### src/rtl/vregfile_wb_pkg.sv
// Shared bank geometry for the banked vector register file.
// Holds the default geometry, the byte-enable width rule and the
// round-robin pointer type. The regfile and the operand-read side
// import the same package so the three blocks stay in agreement.
package vregfile_wb_pkg;

  localparam int DEF_NUMBANKS = 1;
  localparam int DEF_WIDTH    = 32;
  localparam int DEF_NUMREGS  = 32;

  // Byte-enable width. One enable per byte of every bank. An element
  // narrower than a byte gets a single enable per bank.
  function automatic int bew_of(input int numbanks, input int width);
    return (width >= 8) ? (numbanks * width / 8) : numbanks;
  endfunction

  // Which source wins the next bank conflict.
  typedef enum logic {
    RR_SRC0 = 1'b0,
    RR_SRC1 = 1'b1
  } rr_e;

endpackage

### src/rtl/vregfile_wb_slot.sv
// One-entry holding register for a single writeback producer.
// Ports:
//   clk, reset          clock and asynchronous active-high reset
//   in_valid/in_ready   producer handshake. in_ready depends only on the
//                       slot state and the grant, never on in_valid.
//   in_*                incoming entry fields (reg, data, byteen, bankmask)
//   grant               the arbiter retires the held entry this cycle
//   entry_*             held entry and its valid flag
module vregfile_wb_slot #(
  parameter int RW = 4,
  parameter int DW = 32,
  parameter int BW = 4,
  parameter int MW = 1
) (
  input  logic          clk,
  input  logic          reset,
  input  logic          in_valid,
  output logic          in_ready,
  input  logic [RW-1:0] in_reg,
  input  logic [DW-1:0] in_data,
  input  logic [BW-1:0] in_byteen,
  input  logic [MW-1:0] in_bankmask,
  input  logic          grant,
  output logic          entry_v,
  output logic [RW-1:0] entry_reg,
  output logic [DW-1:0] entry_data,
  output logic [BW-1:0] entry_byteen,
  output logic [MW-1:0] entry_bankmask
);

  // A slot being retired this cycle can take a new entry at the same edge,
  // which gives one result per cycle per source.
  assign in_ready = !entry_v || grant;

  always_ff @(posedge clk or posedge reset) begin
    if (reset) begin
      entry_v        <= 1'b0;
      entry_reg      <= '0;
      entry_data     <= '0;
      entry_byteen   <= '0;
      entry_bankmask <= '0;
    end else if (in_valid && in_ready) begin
      entry_v        <= 1'b1;
      entry_reg      <= in_reg;
      entry_data     <= in_data;
      entry_byteen   <= in_byteen;
      entry_bankmask <= in_bankmask;
    end else if (grant) begin
      entry_v <= 1'b0;
    end
  end

endmodule

### src/rtl/vregfile_wb_arbiter.sv
// Write-side front end of the banked vector register file.
// Accepts writeback results from src0 (vector ALU) and src1 (vector load
// unit), holds one result per source, arbitrates per bank and drives
// the regfile write port from a registered output stage.
// Ports:
//   clk, reset                       clock, asynchronous active-high reset
//   s0_valid/s0_ready, s0_reg, s0_data, s0_byteen, s0_bankmask   src0
//   s1_valid/s1_ready, s1_reg, s1_data, s1_byteen, s1_bankmask   src1
//   c_reg, c_writedatain, c_byteen, c_we   regfile write port (registered)
//   busy                             a slot is valid or a write is issuing
module vregfile_wb_arbiter
  import vregfile_wb_pkg::*;
#(
  parameter int NUMBANKS           = DEF_NUMBANKS,
  parameter int LOG2NUMBANKS       = $clog2(NUMBANKS),
  parameter int WIDTH              = DEF_WIDTH,
  parameter int NUMREGS            = DEF_NUMREGS,
  parameter int LOG2NUMREGS        = $clog2(NUMREGS),
  parameter int LOG2NUMREGSPERBANK = LOG2NUMREGS - LOG2NUMBANKS,
  parameter int BEW                = bew_of(NUMBANKS, WIDTH)
) (
  input  logic                                   clk,
  input  logic                                   reset,
  input  logic                                   s0_valid,
  output logic                                   s0_ready,
  input  logic [NUMBANKS*LOG2NUMREGSPERBANK-1:0] s0_reg,
  input  logic [NUMBANKS*WIDTH-1:0]              s0_data,
  input  logic [BEW-1:0]                         s0_byteen,
  input  logic [NUMBANKS-1:0]                    s0_bankmask,
  input  logic                                   s1_valid,
  output logic                                   s1_ready,
  input  logic [NUMBANKS*LOG2NUMREGSPERBANK-1:0] s1_reg,
  input  logic [NUMBANKS*WIDTH-1:0]              s1_data,
  input  logic [BEW-1:0]                         s1_byteen,
  input  logic [NUMBANKS-1:0]                    s1_bankmask,
  output logic [NUMBANKS*LOG2NUMREGSPERBANK-1:0] c_reg,
  output logic [NUMBANKS*WIDTH-1:0]              c_writedatain,
  output logic [BEW-1:0]                         c_byteen,
  output logic [NUMBANKS-1:0]                    c_we,
  output logic                                   busy
);

  localparam int RB  = LOG2NUMREGSPERBANK;
  localparam int RWT = NUMBANKS * RB;
  localparam int DWT = NUMBANKS * WIDTH;
  localparam int BPB = BEW / NUMBANKS;

  logic                v0, v1;
  logic [RWT-1:0]      r0, r1;
  logic [DWT-1:0]      d0, d1;
  logic [BEW-1:0]      b0, b1;
  logic [NUMBANKS-1:0] m0, m1;
  logic                g0, g1;
  logic                conflict;
  rr_e                 rr_reg, rr_next;

  logic [NUMBANKS-1:0] own0, own1;
  logic [NUMBANKS-1:0] we_next;
  logic [RWT-1:0]      reg_next;
  logic [DWT-1:0]      data_next;
  logic [BEW-1:0]      byteen_next;

  vregfile_wb_slot #(.RW(RWT), .DW(DWT), .BW(BEW), .MW(NUMBANKS)) u_slot0 (
    .clk            (clk),
    .reset          (reset),
    .in_valid       (s0_valid),
    .in_ready       (s0_ready),
    .in_reg         (s0_reg),
    .in_data        (s0_data),
    .in_byteen      (s0_byteen),
    .in_bankmask    (s0_bankmask),
    .grant          (g0),
    .entry_v        (v0),
    .entry_reg      (r0),
    .entry_data     (d0),
    .entry_byteen   (b0),
    .entry_bankmask (m0)
  );

  vregfile_wb_slot #(.RW(RWT), .DW(DWT), .BW(BEW), .MW(NUMBANKS)) u_slot1 (
    .clk            (clk),
    .reset          (reset),
    .in_valid       (s1_valid),
    .in_ready       (s1_ready),
    .in_reg         (s1_reg),
    .in_data        (s1_data),
    .in_byteen      (s1_byteen),
    .in_bankmask    (s1_bankmask),
    .grant          (g1),
    .entry_v        (v1),
    .entry_reg      (r1),
    .entry_data     (d1),
    .entry_byteen   (b1),
    .entry_bankmask (m1)
  );

  // Grants are decided on the held entries only. Disjoint masks retire
  // together; overlapping masks retire one per cycle, alternating.
  always_comb begin
    conflict = v0 && v1 && (|(m0 & m1));
    g0       = v0;
    g1       = v1;
    rr_next  = rr_reg;
    if (conflict) begin
      g0      = (rr_reg == RR_SRC0);
      g1      = (rr_reg == RR_SRC1);
      rr_next = (rr_reg == RR_SRC0) ? RR_SRC1 : RR_SRC0;
    end
  end

  always_ff @(posedge clk or posedge reset) begin
    if (reset) begin
      rr_reg <= RR_SRC0;
    end else begin
      rr_reg <= rr_next;
    end
  end

  // Per-bank owner select. At most one source owns a bank because granted
  // pairs never overlap. Banks without a write keep their previous fields.
  genvar gi;
  generate
    for (gi = 0; gi < NUMBANKS; gi++) begin : g_bank
      assign own0[gi] = g0 && m0[gi];
      assign own1[gi] = g1 && m1[gi];
      assign we_next[gi] = own0[gi] || own1[gi];
      assign reg_next[gi*RB +: RB] =
        own0[gi] ? r0[gi*RB +: RB] : own1[gi] ? r1[gi*RB +: RB] : c_reg[gi*RB +: RB];
      assign data_next[gi*WIDTH +: WIDTH] =
        own0[gi] ? d0[gi*WIDTH +: WIDTH] :
        own1[gi] ? d1[gi*WIDTH +: WIDTH] : c_writedatain[gi*WIDTH +: WIDTH];
      assign byteen_next[gi*BPB +: BPB] =
        own0[gi] ? b0[gi*BPB +: BPB] : own1[gi] ? b1[gi*BPB +: BPB] : c_byteen[gi*BPB +: BPB];
    end
  endgenerate

  always_ff @(posedge clk or posedge reset) begin
    if (reset) begin
      c_we          <= '0;
      c_reg         <= '0;
      c_writedatain <= '0;
      c_byteen      <= '0;
    end else begin
      c_we          <= we_next;
      c_reg         <= reg_next;
      c_writedatain <= data_next;
      c_byteen      <= byteen_next;
    end
  end

  assign busy = v0 || v1 || (|c_we);

endmodule

### config.mk
export PLATFORM = sky130hd
export DESIGN_NAME = vregfile_wb_arbiter
export DESIGN_NICKNAME = d
export VERILOG_FILES = /design/src/rtl/vregfile_wb_pkg.sv /design/src/rtl/vregfile_wb_slot.sv /design/src/rtl/vregfile_wb_arbiter.sv
export SDC_FILE = /design/constraint.sdc
export NUM_CORES = 1
export LEC_CHECK = 0
export BUFFER_PORTS_ARGS = -buffer_cell sky130_fd_sc_hd__buf_2
export CAP_MARGIN = 20
export CORE_MARGIN = 2
export CORE_UTILIZATION = 45
export DETAILED_ROUTE_END_ITERATION = 10
export PLACE_DENSITY = 0.7
export SLEW_MARGIN = 25
export SYNTH_ARGS = -nofsm -noshare
export SYNTH_HDL_FRONTEND = slang
export SYNTH_SLANG_ARGS = --single-unit
export TNS_END_PERCENT = 100
### constraint.sdc
create_clock -name clk -period 5.1 [get_ports clk]
set_clock_uncertainty 0.15 [all_clocks]
set_input_delay 0.51 -clock clk [delete_from_list [all_inputs] [get_ports clk]]
set_output_delay 0.51 -clock clk [all_outputs]
set_load 0.02 [all_outputs]
==> run metrics <==
die span in x 111 µm; Boundary Pins 133; CTS tree built; Largest regs c_writedatain x32, u_slot0.entry_data x32, u_slot1.entry_data x32; GR met2 Demand/Resource 32.0%; register bit total from synthesis 129; Slowest cell on crit path dfrtp_1; wire per inst 18.2 µm; CTS root buffer clkbuf_16; Worst Path Arrival 1.89 ns; total track usage 19.7%; CTS Sinks 129; layout cells sized above 1 51.4%; proportion of power drawn by combinational gates 20.3%; first-pass GRT wire length 18900 µm; initial antenna violation count 0; vias in the first global route 3658; Seq/Total Area, Yosys 63.1%; Setup Buffers After CTS 0; ANT nets after route 0; commonest non-fill, non-tap cell in the layout buf_2; minimum clock period 2.55 ns; FILL cells 877; Multi-input gate area 1750 µm²; mapped cell area 5110 µm²; Placer Congestion 0.729; clock share of power 40.8%; Slew Viols, Final 0; Detailed Route Iter0 Violations 212; setup TNS 0 ns; static leakage 3.20 nW; Die H 111 µm; Max FO, Critical Path 42; Hold-fix buffers, CTS 0; DPL Wire Length 7390 µm; sequential share of power 38.9%; Core Box Area 11000 µm²; Final setup violation count 0; crit path cell chain nand3b_1, buf_4, or2_2, buf_2; post-CTS sizing 0; sw frac 27.2%; Nets 561; I/O Buffers 132; DRT Wirelength 11400 µm; total of max-cap violations 0; setup repair after global routing missed its margin no; outcome finished, final reports clean; largest net degree at the start of global routing 68; met3 usage 6.09%; synth unique cells 22; final design utilization 60.2%; syn nets 428; CTS max path bufs 2; met1 Use GR 25.3%; maximum VDD drop 0.309 mV; clk slew on worst S/H paths 0.06 ns; Most Crowded Layer GR met2; Crit path required time 4.44 ns; Startpoint Class flip-flop; die area 12200 µm²; Hold WC Path Type input pin to asynchronous set/reset pin; Tcrit/Tclk final 49.9%; commonest non-fill, non-tap cells in the layout buf_2, dfrtp_1, mux2_2, and3_1, a221o_1; cell-internal power 2.51 mW; Reg area 3230 µm²; post-route cell area 6620 µm²; DRC 0; Final Hold Violating Endpoints 0; initial core utilization 46.5%; YS warnings 0; Rows 38; clk_lat worst skew 0.39 ns; cells after synthesis 340; antenna cells 0; Power per Cell Area 522 nW/µm²; H-tree levels 4; gr ovfl total 0; synthesized area per cell 15.0 µm²; First-pass DRT Iterations 4; drt via density 5.39; placed instance area 5920 µm²; WS Path Type flip-flop to primary output; number of buffers created by CTS 17; NetSw 0.941 mW; Fmax 393 MHz; Area Overhead vs Synth 29.4%; Vias 3373; CP endpoint kind primary output; Rel. slew slack 47.1%; Slew @ Worst Pin 0.793 ns; CP peak stage delay 0.42 ns
## metrics by stage
step | hold WS [ns] | setup slack [ns] | total power, mW | instances
2_1_floorplan | 0.306 | 0.999 | 1.80 | 340
4_1_cts | 0.138 | 2.52 | 3.49 | 626
5_1_grt | 0.157 | 2.42 | 3.62 | 626
3_3_place_gp | 0.317 | 2.62 | 2.02 | 591
3_5_place_dp | 0.324 | 2.68 | 2.07 | 594
6_report | 0.110 | 2.55 | 3.45 | 626
## layer usage
layer / routed length (µm) / vias up / share of wire, %
met5: 0 / - / 0
met4: 164 / 0 / 1.4
met3: 524 / 10 / 4.6
met2: 5610 / 99 / 49
met1: 5100 / 1712 / 45
li1: - / 1552 / -
## power groups by stage
stage / registers (mW) / clock network (mW) / logic [mW]
4_1_cts: 1.34 / 1.43 / 0.714
3_5_place_dp: 1.36 / 0 / 0.711
3_3_place_gp: 1.35 / 0 / 0.672
5_1_grt: 1.37 / 1.49 / 0.758
6_report: 1.34 / 1.41 / 0.702
2_1_floorplan: 1.47 / 0 / 0.327
## final timing paths
check	startpoint	to	slack, ns	cells after the start
max reg2reg	u_slot0.entry_bankmask	u_slot0.entry_byteen[1]	2.70	4
min in group clk	s1_reg[0]	u_slot1.entry_reg[0]	0.18	2
max in group asynchronous	reset	c_we	3.37	3
max	rr_reg	s1_ready	2.55	4
min	reset	u_slot1.entry_data[4]	0.11	2
min reg2reg	u_slot1.entry_data[22]	u_slot1.entry_data[22]	0.33	1
## cell type report
cell class                      instances  area share, %
Sequential cell                       129           48.8
Multi-Input combinational cell        184           26.5
Timing Repair Buffer                  139           11.5
Clock buffer                           19           6.54
Clock inverter                         13           3.90
Tap cell                              140           2.65
Inverter                                2          0.151
## logic make-up after synthesis
family | after synthesis | synth area share, %
AOI/OAI and AO/OA | 46 | 8.96
and+or+nand+nor | 54 | 6.36
buffers and inverters | 27 | 3.08
DFF | 129 | 63.1
muxes | 84 | 18.5
## cells in the mapped netlist, drive strengths merged
cell / number / area share [%]
a21oi: 2 / 0.34
a221o: 41 / 8.0
and2: 1 / 0.12
and3: 41 / 5.0
buf: 17 / 2.3
clkbuf: 8 / 0.59
dfrtp: 129 / 63
inv: 2 / 0.15
mux2: 82 / 18
mux2i: 2 / 0.39
nand2: 5 / 0.37
nand2b: 2 / 0.24
nand3: 1 / 0.098
nand3b: 1 / 0.15
o21ai: 3 / 0.59
or2: 2 / 0.24
or3: 1 / 0.12
## critical path: cells and delay by family (launching register included)
| family | cells | cell delay (ns) |
|---|---|---|
| flops | 1 | 0.42 |
| simple gates | 2 | 0.60 |
| buf+inv | 2 | 0.47 |
(Power assumes the default switching activity.)
